[src/rtl/mem_io_arb_pkg.sv]
`default_nettype none
// +--------------------------------------------------------------------+
// | mem_io_arb_pkg : shared types and helpers for the memory/IO arbiter |
// | Rev 1.0                                                             |
// +--------------------------------------------------------------------+
package mem_io_arb_pkg;

  typedef enum logic [1:0] {
    ARB_IDLE = 2'd0,
    ARB_BUS  = 2'd1,
    ARB_RESP = 2'd2
  } arb_state_t;

  typedef enum logic {
    SRC_CPU = 1'b0,
    SRC_DBG = 1'b1
  } arb_src_t;

  localparam int ARB_WAIT_MAX_DEFAULT = 15;

  // Winner of the request pair; only meaningful when at least one req is high.
  function automatic arb_src_t arb_pick(input logic cpu_req, input logic dbg_req,
                                        input logic prio_dbg, input arb_src_t rr_last);
    arb_src_t win;
    if (cpu_req && dbg_req) begin
      if (prio_dbg) win = SRC_DBG;
      else          win = (rr_last == SRC_CPU) ? SRC_DBG : SRC_CPU;
    end else if (dbg_req) begin
      win = SRC_DBG;
    end else begin
      win = SRC_CPU;
    end
    return win;
  endfunction

endpackage
`default_nettype wire

[src/rtl/mem_io_arb_wait_timer.sv]
`default_nettype none
// +--------------------------------------------------------------------+
// | arb_wait_timer : 8-bit saturating wait-state counter, terminal flag |
// | Rev 1.0                                                             |
// +--------------------------------------------------------------------+
module arb_wait_timer
  import mem_io_arb_pkg::*;
(
  input  logic       clk,
  input  logic       rst_n,
  input  logic       clr,
  input  logic       en,
  input  logic [7:0] limit,
  output logic       term
);

  logic [7:0] count_q;
  logic [7:0] count_d;

  always_comb begin
    count_d = count_q;
    if (clr) begin
      count_d = 8'd0;
    end else if (en && (count_q != 8'hFF)) begin
      count_d = count_q + 8'd1;
    end
  end

  always_ff @(posedge clk or negedge rst_n) begin
    if (!rst_n) count_q <= 8'd0;
    else        count_q <= count_d;
  end

  assign term = (count_q == (limit - 8'd1));

endmodule
`default_nettype wire

[src/rtl/mem_io_arb.sv]
`default_nettype none
// +--------------------------------------------------------------------+
// | mem_io_arb : CPU / debug-port arbiter for the shared memory/IO bus  |
// | Rev 1.0                                                             |
// +--------------------------------------------------------------------+
module mem_io_arb
  import mem_io_arb_pkg::*;
#(
  parameter int AW       = 16,
  parameter int DW       = 16,
  parameter int WAIT_MAX = ARB_WAIT_MAX_DEFAULT,
  parameter int PRIO_DBG = 0
) (
  input  logic          clk,
  input  logic          rst_n,
  input  logic          cpu_req,
  input  logic          cpu_we,
  input  logic          cpu_iom,
  input  logic [AW-1:0] cpu_addr,
  input  logic [DW-1:0] cpu_wdata,
  output logic          cpu_ack,
  output logic          cpu_err,
  output logic [DW-1:0] cpu_rdata,
  input  logic          dbg_req,
  input  logic          dbg_we,
  input  logic          dbg_iom,
  input  logic [AW-1:0] dbg_addr,
  input  logic [DW-1:0] dbg_wdata,
  output logic          dbg_ack,
  output logic          dbg_err,
  output logic [DW-1:0] dbg_rdata,
  output logic          bus_valid,
  output logic          bus_we,
  output logic          bus_iom,
  output logic [AW-1:0] bus_addr,
  output logic [DW-1:0] bus_wdata,
  input  logic          bus_ready,
  input  logic [DW-1:0] bus_rdata,
  output logic          busy
);

  localparam logic [7:0] WAIT_LIMIT = 8'(WAIT_MAX);
  localparam logic       PRIO_BIT   = (PRIO_DBG != 0);

  arb_state_t    state_q, state_d;
  arb_src_t      src_q, src_d;
  arb_src_t      rr_last_q, rr_last_d;
  arb_src_t      win;
  logic          bus_valid_q, bus_valid_d;
  logic          bus_we_q, bus_we_d;
  logic          bus_iom_q, bus_iom_d;
  logic [AW-1:0] bus_addr_q, bus_addr_d;
  logic [DW-1:0] bus_wdata_q, bus_wdata_d;
  logic          cpu_ack_q, cpu_ack_d, cpu_err_q, cpu_err_d;
  logic          dbg_ack_q, dbg_ack_d, dbg_err_q, dbg_err_d;
  logic [DW-1:0] cpu_rdata_q, cpu_rdata_d, dbg_rdata_q, dbg_rdata_d;
  logic          busy_q, busy_d;
  logic          wait_term;

  // Counter sits at zero on the first ARB_BUS cycle and counts unanswered cycles.
  arb_wait_timer u_wait_timer (
    .clk   (clk),
    .rst_n (rst_n),
    .clr   (state_q != ARB_BUS),
    .en    ((state_q == ARB_BUS) && !bus_ready),
    .limit (WAIT_LIMIT),
    .term  (wait_term)
  );

  always_comb begin
    state_d     = state_q;
    src_d       = src_q;
    rr_last_d   = rr_last_q;
    win         = arb_pick(cpu_req, dbg_req, PRIO_BIT, rr_last_q);
    bus_valid_d = bus_valid_q;
    bus_we_d    = bus_we_q;
    bus_iom_d   = bus_iom_q;
    bus_addr_d  = bus_addr_q;
    bus_wdata_d = bus_wdata_q;
    cpu_ack_d   = 1'b0;
    cpu_err_d   = 1'b0;
    dbg_ack_d   = 1'b0;
    dbg_err_d   = 1'b0;
    cpu_rdata_d = cpu_rdata_q;
    dbg_rdata_d = dbg_rdata_q;

    case (state_q)
      ARB_IDLE: begin
        if (cpu_req || dbg_req) begin
          src_d       = win;
          rr_last_d   = win;
          bus_valid_d = 1'b1;
          state_d     = ARB_BUS;
          if (win == SRC_DBG) begin
            bus_we_d    = dbg_we;
            bus_iom_d   = dbg_iom;
            bus_addr_d  = dbg_addr;
            bus_wdata_d = dbg_wdata;
          end else begin
            bus_we_d    = cpu_we;
            bus_iom_d   = cpu_iom;
            bus_addr_d  = cpu_addr;
            bus_wdata_d = cpu_wdata;
          end
        end
      end
      ARB_BUS: begin
        if (bus_ready || wait_term) begin
          bus_valid_d = 1'b0;
          state_d     = ARB_RESP;
          if (src_q == SRC_CPU) begin
            cpu_ack_d = 1'b1;
            cpu_err_d = !bus_ready;
            if (bus_ready && !bus_we_q) cpu_rdata_d = bus_rdata;
          end else begin
            dbg_ack_d = 1'b1;
            dbg_err_d = !bus_ready;
            if (bus_ready && !bus_we_q) dbg_rdata_d = bus_rdata;
          end
        end
      end
      ARB_RESP: state_d = ARB_IDLE;
      default:  state_d = ARB_IDLE;
    endcase

    busy_d = (state_d != ARB_IDLE);
  end

  always_ff @(posedge clk or negedge rst_n) begin
    if (!rst_n) begin
      state_q     <= ARB_IDLE;
      src_q       <= SRC_CPU;
      rr_last_q   <= SRC_DBG;
      bus_valid_q <= 1'b0;
      bus_we_q    <= 1'b0;
      bus_iom_q   <= 1'b0;
      bus_addr_q  <= '0;
      bus_wdata_q <= '0;
      cpu_ack_q   <= 1'b0;
      cpu_err_q   <= 1'b0;
      dbg_ack_q   <= 1'b0;
      dbg_err_q   <= 1'b0;
      cpu_rdata_q <= '0;
      dbg_rdata_q <= '0;
      busy_q      <= 1'b0;
    end else begin
      state_q     <= state_d;
      src_q       <= src_d;
      rr_last_q   <= rr_last_d;
      bus_valid_q <= bus_valid_d;
      bus_we_q    <= bus_we_d;
      bus_iom_q   <= bus_iom_d;
      bus_addr_q  <= bus_addr_d;
      bus_wdata_q <= bus_wdata_d;
      cpu_ack_q   <= cpu_ack_d;
      cpu_err_q   <= cpu_err_d;
      dbg_ack_q   <= dbg_ack_d;
      dbg_err_q   <= dbg_err_d;
      cpu_rdata_q <= cpu_rdata_d;
      dbg_rdata_q <= dbg_rdata_d;
      busy_q      <= busy_d;
    end
  end

  assign cpu_ack   = cpu_ack_q;
  assign cpu_err   = cpu_err_q;
  assign cpu_rdata = cpu_rdata_q;
  assign dbg_ack   = dbg_ack_q;
  assign dbg_err   = dbg_err_q;
  assign dbg_rdata = dbg_rdata_q;
  assign bus_valid = bus_valid_q;
  assign bus_we    = bus_we_q;
  assign bus_iom   = bus_iom_q;
  assign bus_addr  = bus_addr_q;
  assign bus_wdata = bus_wdata_q;
  assign busy      = busy_q;

endmodule
`default_nettype wire

[config.mk]
export PLATFORM = sky130hd
export DESIGN_NAME = mem_io_arb
export DESIGN_NICKNAME = d
export VERILOG_FILES = /design/src/rtl/mem_io_arb_pkg.sv /design/src/rtl/mem_io_arb_wait_timer.sv /design/src/rtl/mem_io_arb.sv
export SDC_FILE = /design/constraint.sdc
export NUM_CORES = 1
export LEC_CHECK = 0
export BUFFER_PORTS_ARGS = -buffer_cell sky130_fd_sc_hd__buf_2
export CORE_ASPECT_RATIO = 0.8
export CORE_UTILIZATION = 43
export DETAILED_ROUTE_END_ITERATION = 16
export PLACE_DENSITY = 0.88
export SLEW_MARGIN = 20
export SYNTH_ARGS = -nofsm -noshare
export SYNTH_HDL_FRONTEND = slang
export SYNTH_SLANG_ARGS = --single-unit
export TNS_END_PERCENT = 50
[constraint.sdc]
create_clock -name clk -period 1.55 [get_ports clk]
set_input_delay 0.2325 -clock clk [delete_from_list [all_inputs] [get_ports clk]]
set_output_delay 0.2325 -clock clk [all_outputs]
set_load 0.01 [all_outputs]
==> results list, run 1 <==
- Proportion of netlist area held by the largest area contributor: 0.5446
* Largest stage delay, worst path: 0.56 ns
* Worst-path clk slew: 0.09 ns
* Total gr overflow: 0
* Syn_nets: 351
- Final WS setup: -0.05827 ns
- The tightest min-delay check is of the in2reg type.
* Fin Clk Skew: 0.01447 ns
- Portion of the clock cycle consumed by the worst path in the final layout: 1.038
- The detailed router finished its first iteration with 50 violations.
- After detailed routing, the total wire length is 8.839 mm.
- Maximum number of pins on one net before global-route repair: 37
- Sequential element share of the synthesized area: 0.5515
- Peak VDD IR: 1.004 mV
- Of the cells placed in the final design, the portion with a size suffix greater than 1 is 0.6607.
- Setup violations remaining at the end of the flow were counted as 29.
- The initial antenna violation count is 0.
- In this run the horizontal extent of the chip is 107.3 microns.
- In this run the mean area of a mapped cell was 14.67 sq um.
- Count of state elements after synthesis: 84
- Num Clock Sinks: 84
- The tool flagged a number of max-cap violations equal to 0.
- In the global route stage, overall resource usage came out at 0.1847.
- Distinct cell type count of the synthesized netlist: 43
* WL/cell: 15.78 microns
- The worst setup path is of the reg2reg kind.
- Final Max Tran Viols: 0
- TritonCTS clock tree: built
* Net count, final: 534
- Number of global-route vias before repair: 2742
- Relative area change from synthesis to final layout: 40.68%
- Number of buffers inserted by port buffering: 160
- Final critical path time including I/O delays and setup: 1.608 ns
- Buffer depth of the longest clock path: 2
- Via-to-Cell Ratio: 4.964
- Number of buffers inserted during clock tree synthesis: 9
- Initial cell density of the core: 0.4456
- In the routed design, unresolved DRC markers number 0.
* Worst setup slack for register-to-register paths: -0.06 ns
- Count of standard-cell rows: 30
- Setup total negative slack: -0.7683 ns
* Root Driver: sky130_fd_sc_hd__clkbuf_8
* YS warnings: 0
* Cell taking the most area after synthesis: sky130_fd_sc_hd__dfrtp_1
- H-tree Lvls: 3
* Global-route wire length before repair: 13.08 mm
- Area of the core: 8558 sq um
- Sorting the synthesized cells by area gives the leading types as sky130_fd_sc_hd__dfrtp_1 (54%), sky130_fd_sc_hd__mux2_2 (16%), sky130_fd_sc_hd__mux2_1 (11%).
- The congestion estimate from routability-driven global placement came to 0.8876.
- The mapped netlist covers 3814 sq um.
* Estimated wirelength of the detail-placed design: 6.143 mm
- The number of hold violations in the final report is 0.
- The signal on the critical path passes through a21boi_4 -> buf_12 -> clkbuf_16 -> mux2_4 -> mux2_2.
- Drt pass-1 iters: 4
* Clock latency of the later-clocked register in the worst-skew pair: 0.36 ns
* Critical path launch point type: register
- Along the worst path, the maximum fanout reaches 8.
- Slew of the pin with the lowest slew margin: 0.4589 ns
* Critical path's slowest cell: sky130_fd_sc_hd__dfstp_2
- Instance count of the mapped netlist: 260
- Power Density: 1812 nW/um^2
* WP data required: 1.79 ns
* Number of fill cells: 670
- Timing analysis after detailed placement gives a worst setup slack of -0.07340 ns.
- The floorplan step defined a die boundary enclosing 9252 sq um.
- The worst setup path is captured at a register.
* Number of diodes: 0
* DRT antenna net count: 0
* I/O pin cnt: 161
- Die Height: 86.24 microns
* Achievable Freq: 0.6218 GHz
- The routed layout has 2780 vias.
- Result of the run: finished, violations left
- The final reports fail on negative setup slack.
- The analysis attributes to cell leakage a power of 2.722 nW.
* RSZ-0062 raised after global routing: true
- STA puts the critical path data arrival time at 1.85 ns.
* Max-Slew Margin vs Limit: 0.6941
==> power by group <==
group	switching, mW	internal (mW)	total, mW
clock	0.823	0.932	1.75
combinational	1.82	2.41	4.23
sequential	0.549	3.18	3.73
total	3.20	6.53	9.72
==> routing by layer <==
layer,vias up,routed length [microns],GRT usage
met3,7,462,0.06391
met2,96,4632,0.3308
li1,1314,-,-
met4,0,85,0.04359
met5,-,0,0
met1,1363,3659,0.2134
==> synthesized netlist by cell type <==
cell and count:
sky130_fd_sc_hd__a31oi_1 2, sky130_fd_sc_hd__nand4b_1 2, sky130_fd_sc_hd__a21oi_1 2, sky130_fd_sc_hd__o21bai_1 1
sky130_fd_sc_hd__and3_1 4, sky130_fd_sc_hd__and2_1 1, sky130_fd_sc_hd__buf_6 5, sky130_fd_sc_hd__a21boi_1 1
sky130_fd_sc_hd__nor2_1 4, sky130_fd_sc_hd__nand4b_4 1, sky130_fd_sc_hd__o21ai_0 3, sky130_fd_sc_hd__buf_4 2
sky130_fd_sc_hd__nor2b_1 2, sky130_fd_sc_hd__and3b_1 1, sky130_fd_sc_hd__clkbuf_1 1, sky130_fd_sc_hd__nor4_1 2
sky130_fd_sc_hd__mux2_2 54, sky130_fd_sc_hd__o31ai_1 1, sky130_fd_sc_hd__mux2i_1 2, sky130_fd_sc_hd__buf_2 5
sky130_fd_sc_hd__nor3_1 2, sky130_fd_sc_hd__o311a_1 1, sky130_fd_sc_hd__mux2_1 38, sky130_fd_sc_hd__nand2b_1 2
sky130_fd_sc_hd__dfstp_2 1, sky130_fd_sc_hd__nand3b_1 1, sky130_fd_sc_hd__nand2_1 6, sky130_fd_sc_hd__a41o_1 1
sky130_fd_sc_hd__a21o_1 1, sky130_fd_sc_hd__a211oi_1 2, sky130_fd_sc_hd__o21a_1 1, sky130_fd_sc_hd__dfrtp_1 83
sky130_fd_sc_hd__inv_2 1, sky130_fd_sc_hd__o22a_1 1, sky130_fd_sc_hd__mux2_4 10, sky130_fd_sc_hd__nor4_4 1
sky130_fd_sc_hd__and4_1 1, sky130_fd_sc_hd__inv_1 3, sky130_fd_sc_hd__ha_1 2, sky130_fd_sc_hd__nor3b_1 2
sky130_fd_sc_hd__nand4_1 1, sky130_fd_sc_hd__and4b_1 1, sky130_fd_sc_hd__nand3_1 2
==> layout by cell type (no fill, tap or decap), drive strengths merged, types with 3 or more instances in the layout <==
master  Yosys  routed
buf        12     183
mux2      102     102
dfrtp      83      83
clkbuf      1      10
inv         4       7
nand2       6       6
and3        4       4
nor2        4       4
o21ai       3       3
nor4        3       3
nand4b      3       3
==> kinds of logic (layout without fill, tap and decap cells) <==
| group | count (synthesis) | in the layout | share of synthesized area |
|---|---|---|---|
| flops | 84 | 84 | 0.5515 |
| mux | 104 | 104 | 0.3163 |
| simple gates | 36 | 36 | 0.06430 |
| buf+inv | 17 | 205 | 0.03018 |
| compound gates | 17 | 17 | 0.03117 |
| fa+ha+maj | 2 | 2 | 0.006561 |
==> stage by stage <==
step           power (mW)    util  std cells  hold WS, ns  instance area (sq um)
6_report            9.723  0.6269        560      0.09911                   5365
5_1_grt             10.33  0.6269        560      0.07793                   5365
4_1_cts             9.406  0.5991        556      0.07755                   5127
3_5_place_dp        7.578  0.5671        537       0.2209                   4853
3_3_place_gp        7.390  0.5671        537       0.2222                   4853
2_1_floorplan       5.963       -        260     -0.06309                   3814
==> timing repair <==
action	in CTS	in global routing
hold buffers	1	0
buffers inserted	2	2
gates cloned	0	2
hold endpoints to repair	33	0
endpoints found under the setup margin	40	38
gates resized for setup	2	46
pin swaps	2	1
==> path summary, 6_finish.rpt <==
path / depth (start not counted) / startpoint / end
hold reg to reg: 1 / dbg_rdata[0] / dbg_rdata[0]
setup reg to reg: 5 / rr_last_q / bus_addr[0]
min in group asynchronous: 2 / rst_n / cpu_rdata[9]
hold / removal: 2 / bus_rdata[1] / dbg_rdata[1]
setup / recovery: 5 / rr_last_q / bus_addr[0]
max in group asynchronous: 3 / rst_n / cpu_rdata[0]
==> final cells by class <==
type / instances / area [sq um] / area share
clock buffer: 9 / 123.9 / 0.02309
clock inverter: 7 / 105.1 / 0.01959
inverter: 4 / 15.01 / 0.002799
multi-input combinational: 159 / 1775 / 0.3309
sequential: 84 / 2103 / 0.3920
tap: 112 / 140.1 / 0.02612
timing repair buffer: 185 / 1102 / 0.2055
==> critical path: cells and delay by family, from the launching register on <==
family          cells  cell delay [ns]
buf+inv             2             0.31
flops               1             0.56
compound gates      1             0.07
mux                 2             0.57
==> flip-flops by register name, indices dropped and copies added, names as in the netlist <==
register              flops
cpu_ack                   1
dbg_err                   1
state_q                   2
rr_last_q                 1
cpu_rdata                16
bus_iom                   1
bus_we                    1
busy                      1
u_wait_timer.count_q      8
src_q                     1
bus_wdata                16
dbg_ack                   1
bus_addr                 16
cpu_err                   1
bus_valid                 1
dbg_rdata                16
Note: power is estimated with default switching activity, not from simulation.
==> run 2: changes to the inputs <==
Settings changed: CORE_UTILIZATION 43 to 52, PLACE_DENSITY 0.88 to 0.95.
Clock period 1.55 ns to 2 ns, I/O delays scaled along.
==> run 2 against run 1 <==
The run ends with design-rule violations left; clock power down 27%; non-clock buffer count decreased by 18; register-to-register slack improved by 0.43 ns.
==> results list, run 2 (synthesis results as in run 1) <==
* Placed cell areas: 4721 sq um (-2.7%)
- Area occupied by multi-input gates: 1608 sq um (-9.4%)
* Number of buffers inserted by port buffering: 160 (unchanged)
- The number of cells on the worst reg-to-reg path came to 4 (-1).
- The footprint of the flip-flops and latches was 2103 sq um (unchanged).
* Reg2Reg Launch Point: rr_last_q
* Fraction of layout instances using a drive strength above 1: 0.5837 (-0.07699)
- Largest stage delay, worst path: 0.39 ns (-0.17 ns)
- Via-to-Cell Ratio: 5.277 (+6.3%)
- Setup total negative slack: 0 ns (+0.7683 ns)
* End of the worst register-to-register path: bus_wdata[4]
* Fin Clk Skew: 0.01014 ns (-0.004329 ns)
- WP data required: 2.23 ns (+0.44 ns)
- The TritonCTS sink count is 84 (unchanged).
- Global-route wire length before repair: 13.48 mm (+3.1%)
* Final critical path time including I/O delays and setup: 1.627 ns (+0.01897 ns)
- The count of pins on the block boundary came to 161 (unchanged).
* Result of the run: finished, violations left
- Initial cell density of the core: 0.5454 (+0.09974)
- The horizontal extent of the die came to 97.75 microns (-8.9%).
- The worst relative slew slack is 0.6828 (-0.01127).
* Number of remaining DRC errors: 13 (+13)
- WL/cell: 16.15 microns (+2.3%)
* Worst hold path startpoint: bus_rdata[2]
- Critical path launch point type: register
- Violated checks: design-rule violations
- Portion of the clock cycle consumed by the worst path in the final layout: 0.8136 (-0.2240)
- Worst setup slack for register-to-register paths: 0.37 ns (+0.43 ns)
- Total Die Area: 7682 sq um (-17%)
- The final HPWL from detailed placement came to 6.188 mm (+0.72%).
- The arrival time at the worst endpoint is 1.86 ns (about the same).
* Critical path's slowest cell: sky130_fd_sc_hd__dfstp_2
* Number of diodes: 0 (unchanged)
- The minimum setup slack after placement is 0.2946 ns (+0.3680 ns).
- TritonCTS built the clock tree.
- H-tree Lvls: 3 (unchanged)
- Buffers inserted during post-CTS setup optimization: 0 (-2)
* Final WS setup: 0.3728 ns (+0.4310 ns)
* Antenna violations before repair: 0 (unchanged)
- Leaving out fill and tap cells, the most frequent cell in the layout is sky130_fd_sc_hd__buf_2.
- The max-cap violation count was 0 (unchanged).
- Among the stages of the critical path, the cell type that occurs most often is sky130_fd_sc_hd__mux2_2.
- The DRC violation total after the first TritonRoute iteration came to 102 (+100%).
- The max-slew violation total from the final report is 0 (unchanged).
- Endpoint with the worst hold slack: dbg_rdata[2]
* Worst Path Max Fanout: 32 (+24)
- The clock insertion delay at the later pin of the skew report was 0.35 ns (about the same).
- The weighted congestion at the end of routability-driven global placement is 0.7961 (-10%).
* Number of global-route vias before repair: 2917 (+6.4%)
- Total gr overflow: 0 (unchanged)
- The final net count is 516 (-3.4%).
- Total count of hold-check failures in the final report: 0 (unchanged)
* Overall routed net length: 8.349 mm (-5.5%)
- Peak VDD IR: 0.8458 mV (-16%)
- Drt pass-1 iters: 10 (+6)
- The number of instances on the worst hold path is 2 (unchanged).
- Kind of path behind the tightest hold check: in2reg
* Crit path cell chain: a21boi_4 -> buf_12 -> mux2_2 -> mux2_2
* DRT antenna net count: 0 (unchanged)
* Top library cells by usage in the layout, fill and taps aside: sky130_fd_sc_hd__buf_2 (159), sky130_fd_sc_hd__dfrtp_1 (83), sky130_fd_sc_hd__mux2_2 (54), sky130_fd_sc_hd__mux2_1 (38), sky130_fd_sc_hd__mux2_4 (10)
- STA classifies the critical path endpoint as a register.
* Buffer depth of the longest clock path: 2 (unchanged)
- The all-layer global routing usage is 0.2281 (+0.04346).
* Total vias in the final route: 2728 (-1.9%)
- The pin count of the biggest net entering global routing came to 49 (+32%).
- The static leakage was 2.427 nW (-11%).
- Setup repair after global routing left no endpoint under its margin.
* Root Driver: sky130_fd_sc_hd__clkbuf_8
- Die Height: 78.60 microns (-8.9%)
- The placeable core region came to 6993 sq um (-18%).
- Number of buffers inserted during clock tree synthesis: 9 (unchanged)
- The measured slew at the worst slew-check pin came to 0.4758 ns (+0.01690 ns).
- The post-route standard cell area excluding fillers is 4947 sq um (-7.8%).
* Achievable Freq: 0.6145 GHz (-1.2%)
- The clock-pin slew on the worst setup and hold paths is 0.08 ns (about the same).
- The number of fill cells is 506 (-24%).
- Final number of setup-violating endpoints: 0 (-100%)
- The critical path is of the reg2reg type.
- Compared with the post-synthesis result, the final layout area differs by 29.72%.
- Count of standard-cell rows: 27 (-10%)
- Power Density: 1424 nW/um^2 (-21%)
run 2: cell count changes in the layout (fill, tap and decap cells not counted), moves of 2 or more:
cell	change
sky130_fd_sc_hd__inv_6	-2
sky130_fd_sc_hd__mux2_4	-43
sky130_fd_sc_hd__buf_12	-4
sky130_fd_sc_hd__mux2_1	+26
sky130_fd_sc_hd__buf_4	-12
sky130_fd_sc_hd__mux2_2	+17
run 2: worst max-delay path: cells and delay by family, from the launching register on:
kind                   cells  cell delay, ns
AO/OA/AOI/OAI              1            0.24
buffers and inverters      1            0.25
flip-flops                 1            0.39
multiplexers               2            0.62
run 2: how the worst max path moves through the flow:
stage                     cells after the start  slack, ns      start       endpoint
final                                         4       0.37  rr_last_q   bus_wdata[4]
after global routing                          3       0.30      src_q   cpu_rdata[3]
after CTS                                     4       0.35  rr_last_q    bus_addr[6]
after detailed placement                      5       0.29  bus_ready   cpu_rdata[0]
after global placement                        5       0.32  bus_ready   cpu_rdata[4]
after floorplan                               3       0.45      src_q  cpu_rdata[10]
run 2: power breakdown:
part	internal (mW)	switching, mW	total, mW
Sequential	2.47	0.449	2.92
Combinational	1.53	1.31	2.84
Clock	0.703	0.581	1.28
run 2: repair_timing:
| action | in CTS | in global routing |
|---|---|---|
| hold buffers | 1 | 0 |
| hold endpoints to repair | 36 | 0 |
| gates resized for setup | 0 | 0 |
run 2: metrics by stage:
| stage | hold WS (ns) | instances | power, mW | util |
|---|---|---|---|---|
| detailed placement | 0.2926 | 500 | 5.805 | 0.6751 |
| global route | 0.1568 | 517 | 7.473 | 0.7075 |
| finish | 0.1748 | 517 | 7.047 | 0.7075 |
| global placement | 0.2931 | 500 | 5.639 | 0.6751 |
| floorplan | 0.004409 | 260 | 4.621 | - |
| CTS | 0.1600 | 517 | 7.119 | 0.7075 |
run 2: final cells by class:
class	instances	area share
clock buffer	10	0.02580
clock inverter	6	0.01796
inverter	4	0.003035
multi-input combinational	159	0.3250
sequential	84	0.4251
tap	87	0.02200
timing repair buffer	167	0.1811
run 2: routing by layer:
layer | vias to the layer above | track usage | routed length [microns]
met2 | 97 | 0.4113 | 4322
met5 | - | 0 | 0
met3 | 16 | 0.08192 | 567
li1 | 1268 | - | -
met4 | 0 | 0.08030 | 182
met1 | 1347 | 0.2496 | 3276
